File: src/rtl/nibble_serial_add_ctrl_pkg.sv
// Shared types and constants for the nibble-serial adder/comparator controller.
package nibble_serial_add_ctrl_pkg;

    localparam int unsigned NIBBLE_W = 4;

    typedef enum logic [1:0] {
        ST_IDLE = 2'd0,
        ST_RUN  = 2'd1,
        ST_DONE = 2'd2
    } state_e;

    // Width of the nibble index; a single-nibble build still needs one bit.
    function automatic int unsigned idx_width(input int unsigned nibbles);
        return (nibbles <= 1) ? 1 : $clog2(nibbles);
    endfunction

endpackage

File: src/rtl/nibble_serial_add_ctrl_if.sv
// Request/result bundle between the ALU front end and the nibble-serial controller.
interface nibble_serial_add_ctrl_if
    import nibble_serial_add_ctrl_pkg::*;
#(
    parameter int unsigned NIBBLES = 4
);
    localparam int unsigned W = NIBBLE_W * NIBBLES;

    logic         start;
    logic [W-1:0] a;
    logic [W-1:0] b;
    logic         cin;
    logic         busy;
    logic         done;
    logic [W-1:0] sum;
    logic         cout;
    logic         gt;
    logic         ls;
    logic         eq;
    logic         error;

    modport master (
        output start, a, b, cin,
        input  busy, done, sum, cout, gt, ls, eq, error
    );

    modport slave (
        input  start, a, b, cin,
        output busy, done, sum, cout, gt, ls, eq, error
    );

endinterface

File: src/rtl/nibble_serial_add_ctrl_add4_cmp_slice.sv
// Combinational 4-bit add/compare slice: sum, carry, magnitude flags and signed overflow.
module add4_cmp_slice
    import nibble_serial_add_ctrl_pkg::*;
(
    input  logic [NIBBLE_W-1:0] x,
    input  logic [NIBBLE_W-1:0] y,
    input  logic                ci,
    output logic [NIBBLE_W-1:0] s,
    output logic                co,
    output logic                gt4,
    output logic                ls4,
    output logic                ovf4
);
    logic [NIBBLE_W-1:0] low;
    logic [NIBBLE_W:0]   full;

    always_comb begin
        // low[3] is the carry into the top bit of the slice
        low  = {1'b0, x[2:0]} + {1'b0, y[2:0]} + {3'b000, ci};
        full = {1'b0, x} + {1'b0, y} + {4'b0000, ci};
        s    = full[NIBBLE_W-1:0];
        co   = full[NIBBLE_W];
        ovf4 = low[NIBBLE_W-1] ^ full[NIBBLE_W];
        gt4  = (x > y);
        ls4  = (x < y);
    end

endmodule

File: src/rtl/nibble_serial_add_ctrl.sv
// Walks one shared add4_cmp_slice over wide operands, LSB nibble first, with chained carry.
module nibble_serial_add_ctrl
    import nibble_serial_add_ctrl_pkg::*;
#(
    parameter int unsigned NIBBLES = 4
) (
    input  logic                          clk,
    input  logic                          rst_n,
    nibble_serial_add_ctrl_if.slave       bus
);
    localparam int unsigned W  = NIBBLE_W * NIBBLES;
    localparam int unsigned IW = idx_width(NIBBLES);
    localparam logic [IW-1:0] LAST = IW'(NIBBLES - 1);

    state_e        state_q;
    logic [IW-1:0] idx_q;
    logic [W-1:0]  a_q, b_q, sum_q;
    logic          carry_q, cout_q, gt_q, ls_q, eq_q, err_q, busy_q, done_q;

    logic [NIBBLE_W-1:0] x, y, s;
    logic                co, gt4, ls4, ovf4;
    logic [W-1:0]        sum_nx;
    logic                gt_nx, ls_nx;

    always_comb begin
        x = '0;
        y = '0;
        for (int i = 0; i < int'(NIBBLES); i++) begin
            if (idx_q == IW'(i)) begin
                x = a_q[i*NIBBLE_W +: NIBBLE_W];
                y = b_q[i*NIBBLE_W +: NIBBLE_W];
            end
        end
    end

    add4_cmp_slice u_slice (
        .x    (x),
        .y    (y),
        .ci   (carry_q),
        .s    (s),
        .co   (co),
        .gt4  (gt4),
        .ls4  (ls4),
        .ovf4 (ovf4)
    );

    // Equal nibbles keep the verdict of the less-significant ones.
    always_comb begin
        sum_nx = sum_q;
        for (int i = 0; i < int'(NIBBLES); i++) begin
            if (idx_q == IW'(i)) sum_nx[i*NIBBLE_W +: NIBBLE_W] = s;
        end
        gt_nx = gt_q;
        ls_nx = ls_q;
        if (x != y) begin
            gt_nx = gt4;
            ls_nx = ls4;
        end
    end

    always_ff @(posedge clk or negedge rst_n) begin
        if (!rst_n) begin
            state_q <= ST_IDLE;
            idx_q   <= '0;
            a_q     <= '0;
            b_q     <= '0;
            sum_q   <= '0;
            carry_q <= 1'b0;
            cout_q  <= 1'b0;
            gt_q    <= 1'b0;
            ls_q    <= 1'b0;
            eq_q    <= 1'b0;
            err_q   <= 1'b0;
            busy_q  <= 1'b0;
            done_q  <= 1'b0;
        end else begin
            unique case (state_q)
                ST_IDLE, ST_DONE: begin
                    done_q <= 1'b0;
                    if (bus.start) begin
                        state_q <= ST_RUN;
                        busy_q  <= 1'b1;
                        a_q     <= bus.a;
                        b_q     <= bus.b;
                        carry_q <= bus.cin;
                        idx_q   <= '0;
                        sum_q   <= '0;
                        cout_q  <= 1'b0;
                        gt_q    <= 1'b0;
                        ls_q    <= 1'b0;
                        eq_q    <= 1'b0;
                        err_q   <= 1'b0;
                    end else begin
                        state_q <= ST_IDLE;
                        busy_q  <= 1'b0;
                    end
                end
                ST_RUN: begin
                    sum_q   <= sum_nx;
                    carry_q <= co;
                    gt_q    <= gt_nx;
                    ls_q    <= ls_nx;
                    if (idx_q == LAST) begin
                        state_q <= ST_DONE;
                        idx_q   <= '0;
                        busy_q  <= 1'b0;
                        done_q  <= 1'b1;
                        cout_q  <= co;
                        err_q   <= ovf4;
                        eq_q    <= ~gt_nx & ~ls_nx;
                    end else begin
                        idx_q   <= idx_q + IW'(1);
                    end
                end
                default: begin
                    state_q <= ST_IDLE;
                    busy_q  <= 1'b0;
                    done_q  <= 1'b0;
                end
            endcase
        end
    end

    assign bus.busy  = busy_q;
    assign bus.done  = done_q;
    assign bus.sum   = sum_q;
    assign bus.cout  = cout_q;
    assign bus.gt    = gt_q;
    assign bus.ls    = ls_q;
    assign bus.eq    = eq_q;
    assign bus.error = err_q;

endmodule

File: src/flat_wrapper.sv
// flat-port wrapper written by rule: the top's interface ports become plain ports
module nibble_serial_add_ctrl_flat import nibble_serial_add_ctrl_pkg::*;
#(
    parameter int unsigned NIBBLES = 4
)
  (clk, rst_n, bus_start, bus_a, bus_b, bus_cin, bus_busy, bus_done, bus_sum, bus_cout, bus_gt, bus_ls, bus_eq, bus_error);
  nibble_serial_add_ctrl_if #(.NIBBLES(NIBBLES)) bus_i ();
  input  logic clk;
  input  logic rst_n;
  input wire logic [$bits(bus_i.start)-1:0] bus_start;
  input wire logic [$bits(bus_i.a)-1:0] bus_a;
  input wire logic [$bits(bus_i.b)-1:0] bus_b;
  input wire logic [$bits(bus_i.cin)-1:0] bus_cin;
  output wire logic [$bits(bus_i.busy)-1:0] bus_busy;
  output wire logic [$bits(bus_i.done)-1:0] bus_done;
  output wire logic [$bits(bus_i.sum)-1:0] bus_sum;
  output wire logic [$bits(bus_i.cout)-1:0] bus_cout;
  output wire logic [$bits(bus_i.gt)-1:0] bus_gt;
  output wire logic [$bits(bus_i.ls)-1:0] bus_ls;
  output wire logic [$bits(bus_i.eq)-1:0] bus_eq;
  output wire logic [$bits(bus_i.error)-1:0] bus_error;
  assign bus_i.start = bus_start;
  assign bus_i.a = bus_a;
  assign bus_i.b = bus_b;
  assign bus_i.cin = bus_cin;
  assign bus_busy = bus_i.busy;
  assign bus_done = bus_i.done;
  assign bus_sum = bus_i.sum;
  assign bus_cout = bus_i.cout;
  assign bus_gt = bus_i.gt;
  assign bus_ls = bus_i.ls;
  assign bus_eq = bus_i.eq;
  assign bus_error = bus_i.error;
  nibble_serial_add_ctrl #(.NIBBLES(NIBBLES)) u_core (.clk(clk), .rst_n(rst_n), .bus(bus_i));
endmodule
File: config.mk
export PLATFORM = sky130hd
export DESIGN_NAME = nibble_serial_add_ctrl_flat
export DESIGN_NICKNAME = d
export VERILOG_FILES = /design/src/rtl/nibble_serial_add_ctrl_pkg.sv /design/src/rtl/nibble_serial_add_ctrl_if.sv /design/src/rtl/nibble_serial_add_ctrl_add4_cmp_slice.sv /design/src/rtl/nibble_serial_add_ctrl.sv /design/src/flat_wrapper.sv
export SDC_FILE = /design/constraint.sdc
export NUM_CORES = 1
export LEC_CHECK = 0
export BUFFER_PORTS_ARGS = -buffer_cell sky130_fd_sc_hd__buf_2
export CELL_PAD_IN_SITES_DETAIL_PLACEMENT = 1
export CELL_PAD_IN_SITES_GLOBAL_PLACEMENT = 2
export CORE_ASPECT_RATIO = 0.5
export CORE_UTILIZATION = 35
export DETAILED_ROUTE_END_ITERATION = 8
export PLACE_DENSITY_LB_ADDON = 0.1
export SLEW_MARGIN = 5
export SYNTH_ARGS = -nofsm -noshare
export SYNTH_HDL_FRONTEND = slang
export SYNTH_SLANG_ARGS = --single-unit
File: constraint.sdc
create_clock -name clk -period 4 [get_ports clk]
set_input_delay 0.6 -clock clk [delete_from_list [all_inputs] [get_ports clk]]
set_output_delay 0.6 -clock clk [all_outputs]
set_load 0.005 [all_outputs]
Yosys cells after proc, flatten, opt, wreduce, memory -nomap -nowiden. Index checks and enable logic that the tools add are counted.

Flip-flop bits (word level): 60. Output and inout port bits: 23. Logic and storage cells: 86.

$add $sub $neg: 5. Order comparisons: 2. Equality and inequality tests: 11. Muxes and demuxes: 38. Bitwise gates (word level): 4. Reduce and logical (&&, ||, !) cells: 10.

Operator list (number): $mux 4 (12); $pmux 16 s2 (1); $mux 16 (1); $pmux 1 s2 (7); $mux 1 (12); $reduce_and 3->1 (4); $ne 2x1->1 const B (4); $pmux 2 s2 (2); $eq 2x2->1 const B (3); $mux 2 (3); $add 4x4->5 (1); $add 5x1->5 (1); $add 3x3->4 (1); $add 4x1->4 (1); $eq 2x1->1 const B (2); $gt 4x4->1 (1); $logic_not 2->1 (2); $lt 4x4->1 (1); $ne 4x4->1 (1); $reduce_and 2->1 (2); $add 2x1->2 const B (1); $ne 2x2->1 const B (1); $not 1->1 (2); $reduce_bool 2->1 (1); 3 further kinds (3).

Depth between registers and ports, before layout.
Depth after elaboration: 11. Mapped depth: 14. Depth with buffers taken out: 13.

By module. From an unflattened synthesis, not the netlist that was laid out.

Cell total of the unflattened synthesis: 337. Area total of the unflattened synthesis: 2946.6 um^2.

By module, submodules not included: nibble_serial_add_ctrl (instances 1, cells each 305, area each 2683.8 um^2); add4_cmp_slice (instances 1, cells each 32, area each 262.8 um^2).

Least setup slack after synthesis. No wires, ideal clock.

Kind: reg-to-reg. Start point: reg u_core.idx_q[0]. End point: reg u_core.carry_q. Data arrival time: 2557 ps. Path slack: 1317 ps. Stages on the path, launching flop included: 14. Clock period less this slack: 2683 ps. Cell sequence: dfrtp_1 inv_1 ha_1 nor2b_1 buf_2 a221oi_1 nor3_1 a21oi_1 fa_1 inv_1 fa_1 nand2b_1 a211oi_1 a221o_1.

Word-level cells in the longest chain between the ends: 8. Elaborated cells between the ends (all ways): 15. Those cells by class: add/sub (2); eq/ne (3); mux (9); reduce/logical (1).

RTL lines: from (decl) (line nibble_serial_add_ctrl.sv:16) `logic [IW-1:0] idx_q;`; from (signal assigned) (line nibble_serial_add_ctrl.sv:112) `idx_q <= idx_q + IW'(1);`; $logic_not 2->1 (line nibble_serial_add_ctrl.sv:29) `if (idx_q == IW'(i)) begin`; $mux 4 (4 in series) (line nibble_serial_add_ctrl.sv:29); $add 4x4->5 (*) (line nibble_serial_add_ctrl_add4_cmp_slice.sv:20) `full = {1'b0, x} + {1'b0, y} + {4'b0000, ci};`; $add 5x1->5 (*) (line nibble_serial_add_ctrl_add4_cmp_slice.sv:20); $pmux 1 s2 (*) (line nibble_serial_add_ctrl.sv:77) `unique case (state_q)`; to (signal assigned) (line nibble_serial_add_ctrl.sv:85) `carry_q <= bus.cin;`; to (signal assigned) (line nibble_serial_add_ctrl.sv:100) `carry_q <= co;`; to (decl) (line nibble_serial_add_ctrl.sv:18) `logic carry_q, cout_q, gt_q, ls_q, eq_q, err_q, busy_q, done_q;`.

Every way passes the cells marked *; elsewhere a longest branch is shown, timed or not. A chain may end at the register's enable or synchronous reset.

Worst setup path in the final report.
Start point: reg u_core.idx_q[0]. End point: reg u_core.err_q (netlist: u_core.bus.error).

Word-level cells in the longest chain between the ends: 10. Elaborated cells between the ends (all ways): 21. Those cells by class: add/sub (4); eq/ne (4); mux (10); bitwise (1); reduce/logical (2).

RTL lines: $logic_not 2->1 (line nibble_serial_add_ctrl.sv:29); $mux 4 (4 in series) (line nibble_serial_add_ctrl.sv:29); $add 4x4->5 / $add 3x3->4 (equally long branches) (line nibble_serial_add_ctrl_add4_cmp_slice.sv:20, nibble_serial_add_ctrl_add4_cmp_slice.sv:19); $add 5x1->5 / $add 4x1->4 (equally long branches) (line nibble_serial_add_ctrl_add4_cmp_slice.sv:20, nibble_serial_add_ctrl_add4_cmp_slice.sv:19); $xor 1x1->1 (line nibble_serial_add_ctrl_add4_cmp_slice.sv:23) `ovf4 = low[NIBBLE_W-1] ^ full[NIBBLE_W];`; $mux 1 (line nibble_serial_add_ctrl.sv:103) `if (idx_q == LAST) begin`; $pmux 1 s2 (line nibble_serial_add_ctrl.sv:77); to (signal assigned) (line nibble_serial_add_ctrl.sv:109) `err_q <= ovf4;`; to (decl) (line nibble_serial_add_ctrl.sv:18).

Parallel ways exist; a longest one is shown, timed or not. The select of a mux whose other input is x is not followed.

==> metrics <==
status=finished clean; vias in the first global route=2554; sequential fraction of the synthesis area=51.51%; Root Buffer=clkbuf_16; dpl hpwl=5.585 mm; leakage=around 0.0019 µW; element type at the critical path end=flip-flop; Finish-stage setup viols=0; Core Region=approximately 7600 µm²; post-synthesis cell type count=32; Synth area leaders=dfrtp_1 (52%), nand2_1 (15%), ha_1 (4.8%); H-tree Lvls=3; Post-DRT Antenna Nets=0; critical path arrival=~3600 ps; Row Count=22; Worst R2R Setup Slack=around 620 ps; Nets=423; Hold Crit Class=input pin to asynchronous set/reset pin; clk_lat worst skew=330 ps; Max Buffers Root-to-Sink=2; worst slew pin tran=a little over 900 ps; EDFF count, synth=0; share of cells above drive strength 1=~22%; vias per cell=4.848; Worst Path Max Fanout=7; MaxCap Viol Count=0; I/O Pins=59; final max-slew violation count=0; setup TNS=0 ps; cts hold-fix bufs=0; CP startpoint=u_core.idx_q[0]; Placed Area=3254 µm²; fill cell count=919; syn nets=366; cells on worst reg2reg path=13; reg-to-reg endpoint=u_core.bus.error; vias=2356; Core Util, Final=between 40% and 50%; post-synthesis cell area=approximately 2900 µm²; top cell type's share of synthesized area=a little over 50%; Worst EP required=4200 ps; CTS sink count=59; WHS=317.2 ps; pwr dens=1021 nW/µm²; Syn. warnings=0; grt ovf=0; final hold vios=0; period utilization=84.38%; routability-driven placement congestion ratio=0.8570; WS Path Type=flip-flop to flip-flop; Highest Clock Rate=0.2963 GHz; die area=8578 µm²; Yosys reg bits=59; Tmin final=between 3000 and 4000 ps; largest net degree at the start of global routing=41; Synth top cells by count=nand2_1 (115), dfrtp_1 (59), nand3_1 (18), o21ai_1 (17); die width=130.0 µm; first-pass GRT wire length=13.27 mm; setup bufs post-CTS=0; all-layer global routing usage=between 20% and 30%; Cells after Synth=317; Total Wirelength=7.785 mm; Rel. slew slack=38.60%; cell with the most instances after synthesis=nand2_1; r2r startpoint=u_core.idx_q[0]; Clock transition at path regs=about 50 ps; Pre-antenna DRT Iters=6; area leader, netlist=dfrtp_1; drt wl/cell=between 15 and 20 µm; n_diodes=0; Top FF cell, synth=dfrtp_1; initial DRC count=73; Async S/R FF share, synth=100.0%; CTS tree=yes; Starting Density=37.59%; DRC errors left=0; total power=3610 µW; # resized after CTS=0; Setup Skew=5.720 ps; Startpoint Class=flip-flop; synth-to-layout area growth=23.31%; PortBufs=58; RSZ-0062 raised after global routing=no; Peak VDD IR=0.3572 mV; TritonCTS Buffers=9; initial antenna violation count=0; mean post-synth cell area=9.043 µm²; CP endpoint=u_core.bus.error; height of the die=roughly 66 µm; final instance area=3535 µm²
-- worst min path at each step --
stage / start / endpoint
after floorplan: rst_n / u_core.a_q[0]
after global placement: u_core.bus.sum[12] / u_core.bus.sum[12]
after global routing: rst_n / u_core.bus.sum[7]
after CTS: rst_n / u_core.idx_q[1]
final: rst_n / u_core.bus.sum[7]
after detailed placement: u_core.a_q[14] / u_core.a_q[14]
-- flip-flops by register name, indices dropped and copies added, names as in the netlist --
name and cells:
u_core.state_q 2, u_core.a_q 16, u_core.bus.sum 16, u_core.bus.ls 1
u_core.carry_q 1, u_core.bus.gt 1, u_core.idx_q 2, u_core.bus.eq 1
u_core.b_q 16, u_core.bus.busy 1, u_core.bus.cout 1, u_core.bus.error 1
-- layout make-up --
class | instances | area (µm²) | share of cell area [%]
Clock buffer | 13 | 270.3 | 7.646
Clock inverter | 2 | 10.01 | 0.2832
Inverter | 10 | 37.54 | 1.062
Multi-Input combinational cell | 231 | 1277 | 36.14
Sequential cell | 59 | 1476 | 41.77
Tap cell | 108 | 135.1 | 3.823
Timing Repair Buffer | 63 | 327.8 | 9.274
-- report_power, final --
part	switching (µW)	leakage (µW)	internal [µW]
logic	1140	0.000966	703
clock network	258	0.000141	463
registers	180	0.000747	870
total	1570	0.00185	2040
-- placed cells by master (no fill, tap or decap), drive strengths merged, types with 2 or more instances in the layout --
cell / Yosys / layout
nand2: 115 / 115
buf: 11 / 63
dfrtp: 59 / 59
o21ai: 19 / 19
nand3: 18 / 18
clkbuf: 6 / 13
a21oi: 11 / 11
ha: 11 / 11
inv: 10 / 10
nor2b: 9 / 9
nor2: 8 / 8
a221oi: 8 / 8
nor3: 5 / 5
a21o: 5 / 5
o31ai: 5 / 5
nand2b: 3 / 3
a32o: 2 / 2
fa: 2 / 2
clkinv: 0 / 2
-- logic make-up after synthesis --
group           Yosys count  share of synthesized area [%]
simple gates            161                          23.70
flops                    59                          51.51
compound gates           55                          13.97
buf+inv                  27                          4.015
fa+ha+maj                13                          6.198
xor+xnor                  2                         0.6112
-- worst max-delay path, cell delays in order, from the launching register on --
cell and delay [ps]:
dfrtp_1 430, inv_1 120, ha_1 260, nor2b_1 620, a221oi_2 120, nor3_1 320, a21oi_1 110, fa_1 430
inv_1 80, fa_1 230, nand2b_1 100, a21oi_1 170, xor2_1 180, o21ai_1 80
-- routing by layer --
| metal | global-route usage [%] | share of wire [%] | vias up |
|---|---|---|---|
| li1 | - | - | 1169 |
| met1 | 28.27 | 53 | 1127 |
| met2 | 32.75 | 42 | 50 |
| met3 | 6.149 | 4.0 | 10 |
| met4 | 6.541 | 0.95 | 0 |
| met5 | 0 | 0 | - |
-- per-stage QoR --
stage,instances,worst slack [ps]
after detailed placement,471,658.2
final,486,624.6
after CTS,486,621.8
after floorplan,317,1317
after global placement,471,833.7
after global routing,486,339.5
(Power assumes the default switching activity.)
